<file path="src/rtl/set_ctrl.sv">
// set_ctrl: top-level sequencer for the SET engine.
// Accepts a job, loads the input buffer, walks all GRID_N x GRID_N grid
// points through the membership datapath, counts the in-set responses,
// reports the count for one cycle and clears the input buffer.
//
// Handshake: pt_vld_o marks x_o/y_o as a valid point in the cycle it is high;
// there is no back-pressure, the datapath must accept one point per cycle.
// hit_vld_i marks hit_i valid; responses arrive in point order, one per point.
module set_ctrl #(
  parameter int GRID_N  = 8,
  parameter int COORD_W = 4,
  parameter int CNT_W   = 8
) (
  input  logic               clk_i,
  input  logic               rst_i,
  input  logic               en_i,
  input  logic [1:0]         mode_i,
  output logic               buffer_en_o,
  output logic               clear_o,
  output logic [1:0]         mode_o,
  output logic               pt_vld_o,
  output logic [COORD_W-1:0] x_o,
  output logic [COORD_W-1:0] y_o,
  input  logic               hit_vld_i,
  input  logic               hit_i,
  output logic               busy_o,
  output logic               valid_o,
  output logic [CNT_W-1:0]   candidate_o
);

  localparam logic [1:0] S_IDLE = 2'd0;
  localparam logic [1:0] S_SCAN = 2'd1;
  localparam logic [1:0] S_WAIT = 2'd2;
  localparam logic [1:0] S_DONE = 2'd3;

  localparam logic [COORD_W-1:0] GRID_C   = COORD_W'(GRID_N);
  localparam logic [COORD_W-1:0] COORD_1  = COORD_W'(1);
  localparam logic [CNT_W-1:0]   NPTS     = CNT_W'(GRID_N * GRID_N);
  localparam logic [CNT_W-1:0]   CNT_MAX  = '1;

  logic [1:0]         state_q, state_d;
  logic [COORD_W-1:0] x_q, x_d;
  logic [COORD_W-1:0] y_q, y_d;
  logic [1:0]         mode_q, mode_d;
  logic [CNT_W-1:0]   resp_q, resp_d;
  logic [CNT_W-1:0]   hit_q, hit_d;
  logic [CNT_W-1:0]   cand_q, cand_d;

  // Response counting window: the datapath may still answer after the scan.
  logic counting;
  assign counting = (state_q == S_SCAN) || (state_q == S_WAIT);

  // Next-state logic: sequencing, point walk and response/hit counting.
  always_comb begin
    state_d = state_q;
    x_d     = x_q;
    y_d     = y_q;
    mode_d  = mode_q;
    resp_d  = resp_q;
    hit_d   = hit_q;
    cand_d  = cand_q;

    case (state_q)
      S_IDLE: begin
        if (en_i) begin
          state_d = S_SCAN;
          mode_d  = mode_i;
          x_d     = COORD_1;
          y_d     = COORD_1;
          resp_d  = '0;
          hit_d   = '0;
          cand_d  = '0;
        end
      end
      S_SCAN: begin
        if (x_q == GRID_C) begin
          x_d = COORD_1;
          if (y_q == GRID_C) begin
            y_d     = COORD_1;
            state_d = S_WAIT;
          end else begin
            y_d = y_q + COORD_1;
          end
        end else begin
          x_d = x_q + COORD_1;
        end
      end
      S_WAIT: begin
        // Registered count: the last response must have landed already,
        // so hit_q is final when it is copied.
        if (resp_q == NPTS) begin
          state_d = S_DONE;
          cand_d  = hit_q;
        end
      end
      S_DONE: begin
        state_d = S_IDLE;
      end
      default: begin
        state_d = S_IDLE;
      end
    endcase

    if (counting && hit_vld_i) begin
      resp_d = resp_q + CNT_W'(1);
      if (hit_i && (hit_q != CNT_MAX)) begin
        hit_d = hit_q + CNT_W'(1);
      end
    end
  end

  // State and datapath registers with synchronous active-low reset.
  always_ff @(posedge clk_i) begin
    if (!rst_i) begin
      state_q <= S_IDLE;
      x_q     <= COORD_1;
      y_q     <= COORD_1;
      mode_q  <= 2'd0;
      resp_q  <= '0;
      hit_q   <= '0;
      cand_q  <= '0;
    end else begin
      state_q <= state_d;
      x_q     <= x_d;
      y_q     <= y_d;
      mode_q  <= mode_d;
      resp_q  <= resp_d;
      hit_q   <= hit_d;
      cand_q  <= cand_d;
    end
  end

  // buffer_en_o is combinational so the buffer captures inputs in the en_i cycle;
  // it is only ever high in IDLE, so it can never overlap clear_o=0 (DONE).
  assign buffer_en_o = (state_q == S_IDLE) && en_i;
  assign clear_o     = (state_q != S_DONE);
  assign valid_o     = (state_q == S_DONE);
  assign pt_vld_o    = (state_q == S_SCAN);
  assign busy_o      = (state_q != S_IDLE);
  assign mode_o      = mode_q;
  assign x_o         = x_q;
  assign y_o         = y_q;
  assign candidate_o = cand_q;

endmodule
</file>
<file path="config.mk">
export PLATFORM = sky130hd
export DESIGN_NAME = set_ctrl
export DESIGN_NICKNAME = d
export VERILOG_FILES = /design/src/rtl/set_ctrl.sv
export SDC_FILE = /design/constraint.sdc
export NUM_CORES = 1
export LEC_CHECK = 0
export ABC_AREA = 1
export CELL_PAD_IN_SITES_DETAIL_PLACEMENT = 2
export CELL_PAD_IN_SITES_GLOBAL_PLACEMENT = 2
export CORE_MARGIN = 4
export CORE_UTILIZATION = 33
export CTS_BUF_LIST = sky130_fd_sc_hd__clkbuf_8
export DETAILED_ROUTE_END_ITERATION = 8
export GPL_TIMING_DRIVEN = 1
export HOLD_SLACK_MARGIN = 0.15
export PLACE_DENSITY_LB_ADDON = 0.12
export REMOVE_ABC_BUFFERS = 1
export SYNTH_ARGS = -nofsm -noshare
export SYNTH_HDL_FRONTEND = slang
export SYNTH_SLANG_ARGS = --single-unit
</file>
<file path="constraint.sdc">
create_clock -name clk_i -period 4.6 [get_ports clk_i]
set_clock_uncertainty 0.2 [all_clocks]
set_input_delay 0.69 -clock clk_i [delete_from_list [all_inputs] [get_ports clk_i]]
set_output_delay 0.69 -clock clk_i [all_outputs]
set_load 0.02 [all_outputs]
</file>
Word-level counts from Yosys, hierarchy flattened
Index checks and enable logic that the tools add are counted.
{"block": "classes", "addsub": 4, "n_mul": 0, "div_mod_pow": 0, "order_cmp": 0, "n_eq_ne": 12, "n_shift": 0, "muxes": 20, "bitwise_logic": 0, "n_reduce_logical": 16}
{"cell": "$mux 8", "count": 8}
{"cell": "$add 8x1->8 const B", "count": 2}
{"cell": "$mux 4", "count": 4}
{"cell": "$pmux 4 s2", "count": 2}
{"cell": "$pmux 8 s2", "count": 1}
{"cell": "$reduce_bool 2->1", "count": 5}
{"cell": "$add 4x1->4 const B", "count": 2}
{"cell": "$eq 4x4->1 const B", "count": 2}
{"cell": "$eq 8x7->1 const B", "count": 1}
{"cell": "$mux 2", "count": 4}
{"cell": "$ne 8x8->1 const B", "count": 1}
{"cell": "$pmux 2 s4", "count": 1}
{"cell": "$ne 2x1->1 const B", "count": 3}
{"cell": "$reduce_and 2->1", "count": 3}
{"cell": "$reduce_and 3->1", "count": 2}
{"cell": "$eq 2x2->1 const B", "count": 2}
{"cell": "$ne 2x2->1 const B", "count": 2}
{"cell": "$reduce_and 4->1", "count": 1}
{"cell": "$logic_and 1x1->1", "count": 3}
{"cell": "$eq 2x1->1 const B", "count": 1}
{"cell": "$logic_not 2->1", "count": 1}
{"cell": "$logic_or 1x1->1", "count": 1}
{"block": "totals", "ff_bits": 36, "latchBits": 0, "ramBits": 0, "romBits": 0, "output_inout_bits": 23, "mem_count": 0}

Longest topological paths before layout
Gate-level depths: netlist of run 1.
{"block": "depth", "word_depth": 5, "ltp_mapped": 11}

Worst setup path after synthesis of run 1
OpenSTA, ideal clock, no wires.
{"block": "synth_path", "path_kind": "input -> output", "startpoint": "in en_i", "endpoint": "out buffer_en_o", "t_arrival_ps": 1009, "required_ps": 3710, "setup_slack_ps": 2701, "cell_stages": 2, "path_buffers": 0, "cell_sequence": "nand2_1 > clkinv_1"}
{"block": "synth_via", "elab_chain_len": 1}
{"item": "start, declared", "line": "16", "text": "input logic en_i,"}
{"item": "$logic_and 1x1->1", "line": "135", "text": "assign buffer_en_o = (state_q == S_IDLE) && en_i;"}
{"item": "end, declared", "line": "18", "text": "output logic buffer_en_o,"}
No other way between the ends.

Worst setup path after layout of run 1
Ends and elaborated chain as after synthesis.

==> results of run 1 <==
metal layers:
layer | vias up | global-route usage [%]
met3 | 2 | 3.337
met1 | 920 | 21.48
met2 | 27 | 30.85
met4 | 0 | 3.509
met5 | - | 0
li1 | 954 | -
power groups by stage:
stage                     combinational (W)  clock [W]  sequential [W]
after global placement             0.000423          0        0.000395
final                              0.000433   0.000255        0.000391
after global routing               0.000491   0.000277        0.000396
after floorplan                    0.000253          0        0.000409
after detailed placement           0.000434          0        0.000397
after CTS                          0.000442   0.000259        0.000391
tightest hold or removal path: cells and delay by family, from the launching register on:
kind            cells  cell delay, ns
compound gates      1            0.05
flops               1            0.31
simple gates        1            0.06
kinds of logic after synthesis:
logic type	Yosys count	share of synthesized area, %
and+or+nand+nor	149	34.70
AOI/OAI and AO/OA	41	11.55
buffers and inverters	37	8.088
DFF	36	37.57
adders and majority gates	11	7.175
xor gates and xnor gates	2	0.9134
how the worst max path moves through the flow:
stage,to,slack [ns],cells after the start
final,buffer_en_o,1.43,5
after global routing,buffer_en_o,1.32,5
after CTS,buffer_en_o,1.40,5
after detailed placement,buffer_en_o,1.46,5
after global placement,buffer_en_o,1.49,5
after floorplan,buffer_en_o,2.48,2
state kept, by name, summed over array words and instances (netlist names):
name / cells
state_q: 2
candidate_o: 8
resp_q: 8
mode_o: 2
y_o: 4
hit_q: 8
x_o: 4
synthesized netlist by cell type, drive strengths merged:
library cell | count | area [um2]
a211oi | 2 | 15.01
a21o | 1 | 7.510
a21oi | 19 | 98.85
buf | 7 | 42.54
clkinv | 1 | 3.750
dfxtp | 36 | 720.7
ha | 11 | 137.6
inv | 29 | 108.9
nand2 | 66 | 257.7
nand3 | 20 | 110.1
nand4 | 14 | 87.58
nor2 | 46 | 192.7
nor3 | 2 | 10.01
nor3b | 1 | 7.510
o21ai | 17 | 85.08
o21bai | 2 | 15.01
xor2 | 2 | 17.52
per-stage QoR:
stage	setup slack (ns)	cells	area [um2]	power, W
floorplan	2.479	269	1876	0.0006622
global placement	1.489	371	2263	0.0008182
detailed placement	1.464	371	2263	0.0008314
CTS	1.405	378	2360	0.001092
global route	1.323	378	2360	0.001164
finish	1.425	378	2360	0.001078
area by class of cell:
| type | count | area [um2] | share of cell area [%] |
|---|---|---|---|
| Multi-Input combinational cell | 203 | 1042 | 44.17 |
| Sequential cell | 36 | 720.7 | 30.54 |
| Timing Repair Buffer | 30 | 297.8 | 12.62 |
| Inverter | 30 | 112.6 | 4.772 |
| Clock buffer | 7 | 96.34 | 4.083 |
| Tap cell | 72 | 90.09 | 3.818 |
==> results by group, run 1 <==
Min path
  • Min-Delay Endpoint: candidate_o[1]
  • Hold Path Class: reg2reg
  • Hold Path Cell Cnt: 2
  • Hold path start: candidate_o[1]

Clock network
  • Hold Buf Count CTS: 0
  • Clk sinks: 36
  • CTS Buf Count: 5
  • H-tree depth: 2
  • Post CTS Setup Buffer Count: 0
  • CTS tree: done
  • Post-CTS resize count: 0
  • Root buf cell: clkbuf_8
  • Max clock buf depth: 2
  • Skew-Pair Late Insertion Delay: 0.29 ns
  • Clock-pin slew on the worst setup and hold paths: roughly 0.070 ns

Routing
  • Wl on met1: approximately 2700 um
  • Detailed-route DRC error count: 0
  • Uppermost routed layer: met4
  • WL final: 5875 um
  • Metal3 WL: 162 um
  • Vias per cell: approximately 5
  • DR iter-0 viols: 39
  • ANT nets after route: 0
  • Via count: about 1900
  • Metal2 WL: 2942 um
  • Wirelength per Cell: 15.54 um
  • Drt pass-1 iters: 4

STA
  • FMAX: 315.0 MHz
  • Final hold slack: 0.2681 ns
  • Final setup violation count: 0
  • Max-slew violations: 0
  • Setup TNS Final: 0 ns
  • Worst slew pin tran: 0.7539 ns
  • Final hold vios: 0
  • Min cycle time layout: 3.175 ns
  • Period utilization: about 70%
  • Unrepaired setup endpoints after global routing: false
  • Worst slew margin: a little under 50%

Logic synthesis
  • Post-synthesis sequential area ratio: 37.57%
  • Register bit total from synthesis: 36
  • Synth warn: 0
  • Post-Syn Instances: 276
  • Mapped Avg Cell Area: between 6 and 7 um2
  • Netlist cell types: 26
  • Post-synthesis cell area: ~1900 um2

Setup path
  • Worst path max stage delay: 0.61 ns
  • Cell mode on critical path: clkdlybuf4s50_1
  • CP bufs+invs: 4
  • Worst Setup SP: en_i
  • Worst EP arrival: 2.28 ns
  • Delay-heaviest family, CP: buffers and inverters
  • RR Startpoint: state_q[0]
  • CP Class: in2out
  • Worst R2R Path Depth: 7
  • Crit-path cells: clkdlybuf4s50_1, nand2_1, buf_4, clkinv_1, clkdlybuf4s50_1
  • Max stage delay cell, worst path: clkdlybuf4s50_1
  • Reg2Reg Capture Point: hit_q[4]
  • Worst Path Required: 3.71 ns
  • CP Launch Type: input port
  • R2R setup slack: about 2.3 ns
  • CP max FO: 12
  • Critical path endpoint category: output port

Place
  • Count of input and output buffers: 29
  • Routability Congestion: 0.7612
  • HPWL Detailed: ~4200 um

Global route
  • First-pass GRT wire length: 10030 um
  • Antenna violations before repair: 0
  • Largest net degree at the start of global routing: 20
  • Number of global-route vias before repair: 2038
  • Grt ovf: 0
  • Total track usage: 17.26%

Power
  • P_leak: 0.8930 nW
  • Net Switching: 0.0004482 W
  • Combinational power share: 40.1%
  • Power share of the clock group: 23.6%
  • Pint: about 0.00063 W
  • VDD IR max: 179.2 uV
  • Sequential power share: a little over a third
  • Power per cell area: 456.9 nW/um2
  • Switching part of the total: roughly two fifths

Status
  • Status: complete, no violations

Layout
  • FILL cells: between 600 and 700
  • Fraction of layout cells with a size suffix above 1: 6.209%
  • Syn-to-layout area delta: 23.03%
  • Post-Route Utilization: 42.33%
  • Nets: 324
  • Commonest cells after routing, fill and taps aside: nand2_1, nor2_1, dfxtp_1
  • N_diodes: 0
  • Most common cell after layout, fill and taps aside: nand2_1

Floorplanning
  • Core Area: 5574 um2
  • FP Rows: 27
  • I/O pin count: 30
  • Die width: 84.24 um
  • Die area: 7096 um2
  • Initial Utilization: 34.41%
  • Die Ht: ~84 um

Job
  • Max-Cap Viols: 0
No activity file was read; power rests on OpenSTA's default activity.
==> run 2, diff against run 1 <==
--- a/config.mk
+++ b/config.mk
@@ -9,7 +9,7 @@
 export CELL_PAD_IN_SITES_DETAIL_PLACEMENT = 2
 export CELL_PAD_IN_SITES_GLOBAL_PLACEMENT = 2
 export CORE_MARGIN = 4
-export CORE_UTILIZATION = 33
+export CORE_UTILIZATION = 31
 export CTS_BUF_LIST = sky130_fd_sc_hd__clkbuf_8
 export DETAILED_ROUTE_END_ITERATION = 8
 export GPL_TIMING_DRIVEN = 1
==> constraint.sdc (replaced) <==
create_clock -name clk_i -period 3.16 [get_ports clk_i]
set_clock_uncertainty 0.2 [all_clocks]
set_input_delay 0.474 -clock clk_i [delete_from_list [all_inputs] [get_ports clk_i]]
set_output_delay 0.474 -clock clk_i [all_outputs]
set_load 0.02 [all_outputs]
==> run 2 against run 1 <==
Net effect: clock power up 35%; flip-flop and latch count unchanged; power up 44%; worst setup slack worse by 0.77 ns; cell count up 1.6%; register-to-register slack worse by 1.4 ns; cell area up 0.64%; global-route usage down 0.45 points; critical path type is now reg2out; critical endpoint unchanged; highest routed layer unchanged.
==> results by group, run 2 (synthesis gave the netlist of run 1 again) <==
Setup path
  • Delay-heaviest family, CP: buffers and inverters (unchanged)
  • CP Launch Type: register (was input port)
  • Worst R2R Path Depth: 7 (unchanged)
  • RR Startpoint: state_q[0] (unchanged)
  • Worst EP arrival: 1.83 ns (was 2.28 ns)
  • R2R setup slack: 0.93 ns (was 2.31 ns)
  • Crit-path cells: inv_1, ha_1, nand2_1, clkinv_1, clkdlybuf4s50_1 (was clkdlybuf4s50_1, nand2_1, buf_4, clkinv_1, clkdlybuf4s50_1)
  • Reg2Reg Capture Point: hit_q[5] (was hit_q[4])
  • Critical path endpoint category: output port (unchanged)
  • Worst Path Required: 2.49 ns (was 3.71 ns)
  • CP Class: reg2out (was in2out)
  • Max stage delay cell, worst path: clkdlybuf4s50_1 (unchanged)
  • CP bufs+invs: 3 (was 4)
  • CP max FO: 4 (was 12)
  • Worst path max stage delay: 0.55 ns (was 0.61 ns)

Routing
  • Metal3 WL: 171 um (was 162 um)
  • Uppermost routed layer: met4 (unchanged)
  • Metal2 WL: 2692 um (was 2942 um)
  • Wl on met1: 2702 um (was 2741 um)
  • Drt pass-1 iters: 3 (was 4)
  • WL final: 5656 um (was 5875 um)
  • DR iter-0 viols: 54 (was 39)
  • Via count: 1906 (was 1903)
  • Vias per cell: 4.964 (was 5.034)
  • Wirelength per Cell: 14.73 um (was 15.54 um)
  • Detailed-route DRC error count: 0 (unchanged)
  • ANT nets after route: 0 (unchanged)

Layout
  • Post-Route Utilization: 39.87% (was 42.33%)
  • Filler-free cell count of the finished design: 384 (was 378)
  • Most common cell after layout, fill and taps aside: nand2_1 (unchanged)
  • Nets: 326 (was 324)
  • FILL cells: 730 (was 681)
  • N_diodes: 0 (unchanged)
  • Fraction of layout cells with a size suffix above 1: 7.120% (was 6.209%)
  • Commonest cells after routing, fill and taps aside: nand2_1, nor2_1, dfxtp_1 (unchanged)
  • Syn-to-layout area delta: 23.81% (was 23.03%)

Global route
  • First-pass GRT wire length: 9922 um (was 10030 um)
  • Largest net degree at the start of global routing: 16 (was 20)
  • Total track usage: 16.80% (was 17.26%)
  • Antenna violations before repair: 0 (unchanged)
  • Number of global-route vias before repair: 2010 (was 2038)
  • Grt ovf: 0 (unchanged)

STA
  • Setup TNS Final: 0 ns (unchanged)
  • Worst setup margin: 0.6556 ns (was 1.425 ns)
  • Final setup violation count: 0 (unchanged)
  • Period utilization: 79.25%
  • Min cycle time layout: 2.504 ns
  • Final hold vios: 0 (unchanged)
  • Worst slew pin tran: 0.5555 ns (was 0.7539 ns)
  • FMAX: 399.3 MHz
  • Unrepaired setup endpoints after global routing: false (unchanged)
  • Max-slew violations: 0 (unchanged)
  • Worst slew margin: 62.93% (was 49.58%)

Place
  • Placed insts: 376 (was 371)
  • HPWL Detailed: 4322 um (was 4239 um)
  • Post-place setup slack: 0.6783 ns (was 1.464 ns)
  • Routability Congestion: 0.7511 (was 0.7612)
  • Count of input and output buffers: 29 (unchanged)

Floorplanning
  • Die width: 86.66 um (was 84.24 um)
  • Die area: 7510 um2 (was 7096 um2)
  • FP Rows: 28 (was 27)
  • Core Area: 5956 um2 (was 5574 um2)
  • I/O pin count: 30 (unchanged)
  • Initial Utilization: 32.21% (was 34.41%)
  • Die Ht: 86.66 um (was 84.24 um)

Min path
  • Hold Path Cell Cnt: 2 (unchanged)
  • Hold path start: candidate_o[3] (was candidate_o[1])
  • Min-Delay Endpoint: candidate_o[3] (was candidate_o[1])
  • Hold Path Class: reg2reg (unchanged)

Clock network
  • Skew-Pair Late Insertion Delay: 0.29 ns (about the same)
  • Root buf cell: clkbuf_8 (unchanged)
  • Clock-pin slew on the worst setup and hold paths: 0.07 ns (about the same)
  • Clk sinks: 36 (unchanged)
  • CTS tree: done (unchanged)
  • Max clock buf depth: 2 (unchanged)
  • CTS Buf Count: 5 (unchanged)
  • Post-CTS resize count: 0 (unchanged)
  • Hold Buf Count CTS: 0 (unchanged)
  • H-tree depth: 2 (unchanged)
  • Post CTS Setup Buffer Count: 0 (unchanged)

Power
  • Total chip power: 0.001551 W (was 0.001078 W)
  • VDD IR max: 250.5 uV (was 179.2 uV)
  • Power per cell area: 653.2 nW/um2 (was 456.9 nW/um2)
  • P_leak: 0.9035 nW (was 0.8930 nW)

Job
  • Max-Cap Viols: 0 (unchanged)

Status
  • Status: complete, no violations (unchanged)
==> run 2: changes by cell type in the layout (fill, tap and decap cells not counted), sizes merged <==
cell	before	now
clkinv	1	3
buf	1	3
clkbuf	7	6
==> run 2: area by class of cell <==
type                    count  area, um2  area share (%)
multi-input cells         203       1042           43.89
flip-flops and latches     36      720.7           30.35
repair buffers             32      312.8           13.17
inverters                  30      112.6           4.742
well taps                  75      93.84           3.952
clock buffers               6      82.58           3.477
clock inverters             2      10.01          0.4215
==> run 2: per-stage QoR <==
stage	cell area [um2]	hold slack, ns
final	2375	0.2682
after global routing	2375	0.2911
after CTS	2375	0.2708
after detailed placement	2282	0.2606
after global placement	2282	0.2488
after floorplan	1876	0.2566
==> run 2: worst max path at each step <==
stage | startpoint | end | slack, ns | cells after the start
after floorplan | state_q[0] | resp_q[4] | 1.25 | 7
final | state_q[0] | buffer_en_o | 0.66 | 5
after CTS | state_q[0] | buffer_en_o | 0.63 | 5
after global placement | en_i | buffer_en_o | 0.69 | 4
after detailed placement | en_i | buffer_en_o | 0.68 | 4
after global routing | state_q[0] | buffer_en_o | 0.54 | 5
==> run 2: worst reg2reg max path: stages, from the launching register on <==
cell and delay [ns]:
dfxtp_1 0.40, inv_1 0.09, ha_1 0.34, nand2_1 0.16, inv_1 0.34, nand3_2 0.29
nor3_1 0.22, nor2_1 0.08
==> run 2: metal layers <==
metal / global-route usage (%) / vias up
met2: 28.09 / 25
met5: 0 / -
li1: - / 957
met4: 5.382 / 0
met3: 3.327 / 8
met1: 21.66 / 916
==> run 2: power by group <==
part | switching [W] | internal, W
clock network | 0.000170 | 0.000174
logic | 0.000420 | 0.000221
registers | 0.0000595 | 0.000507
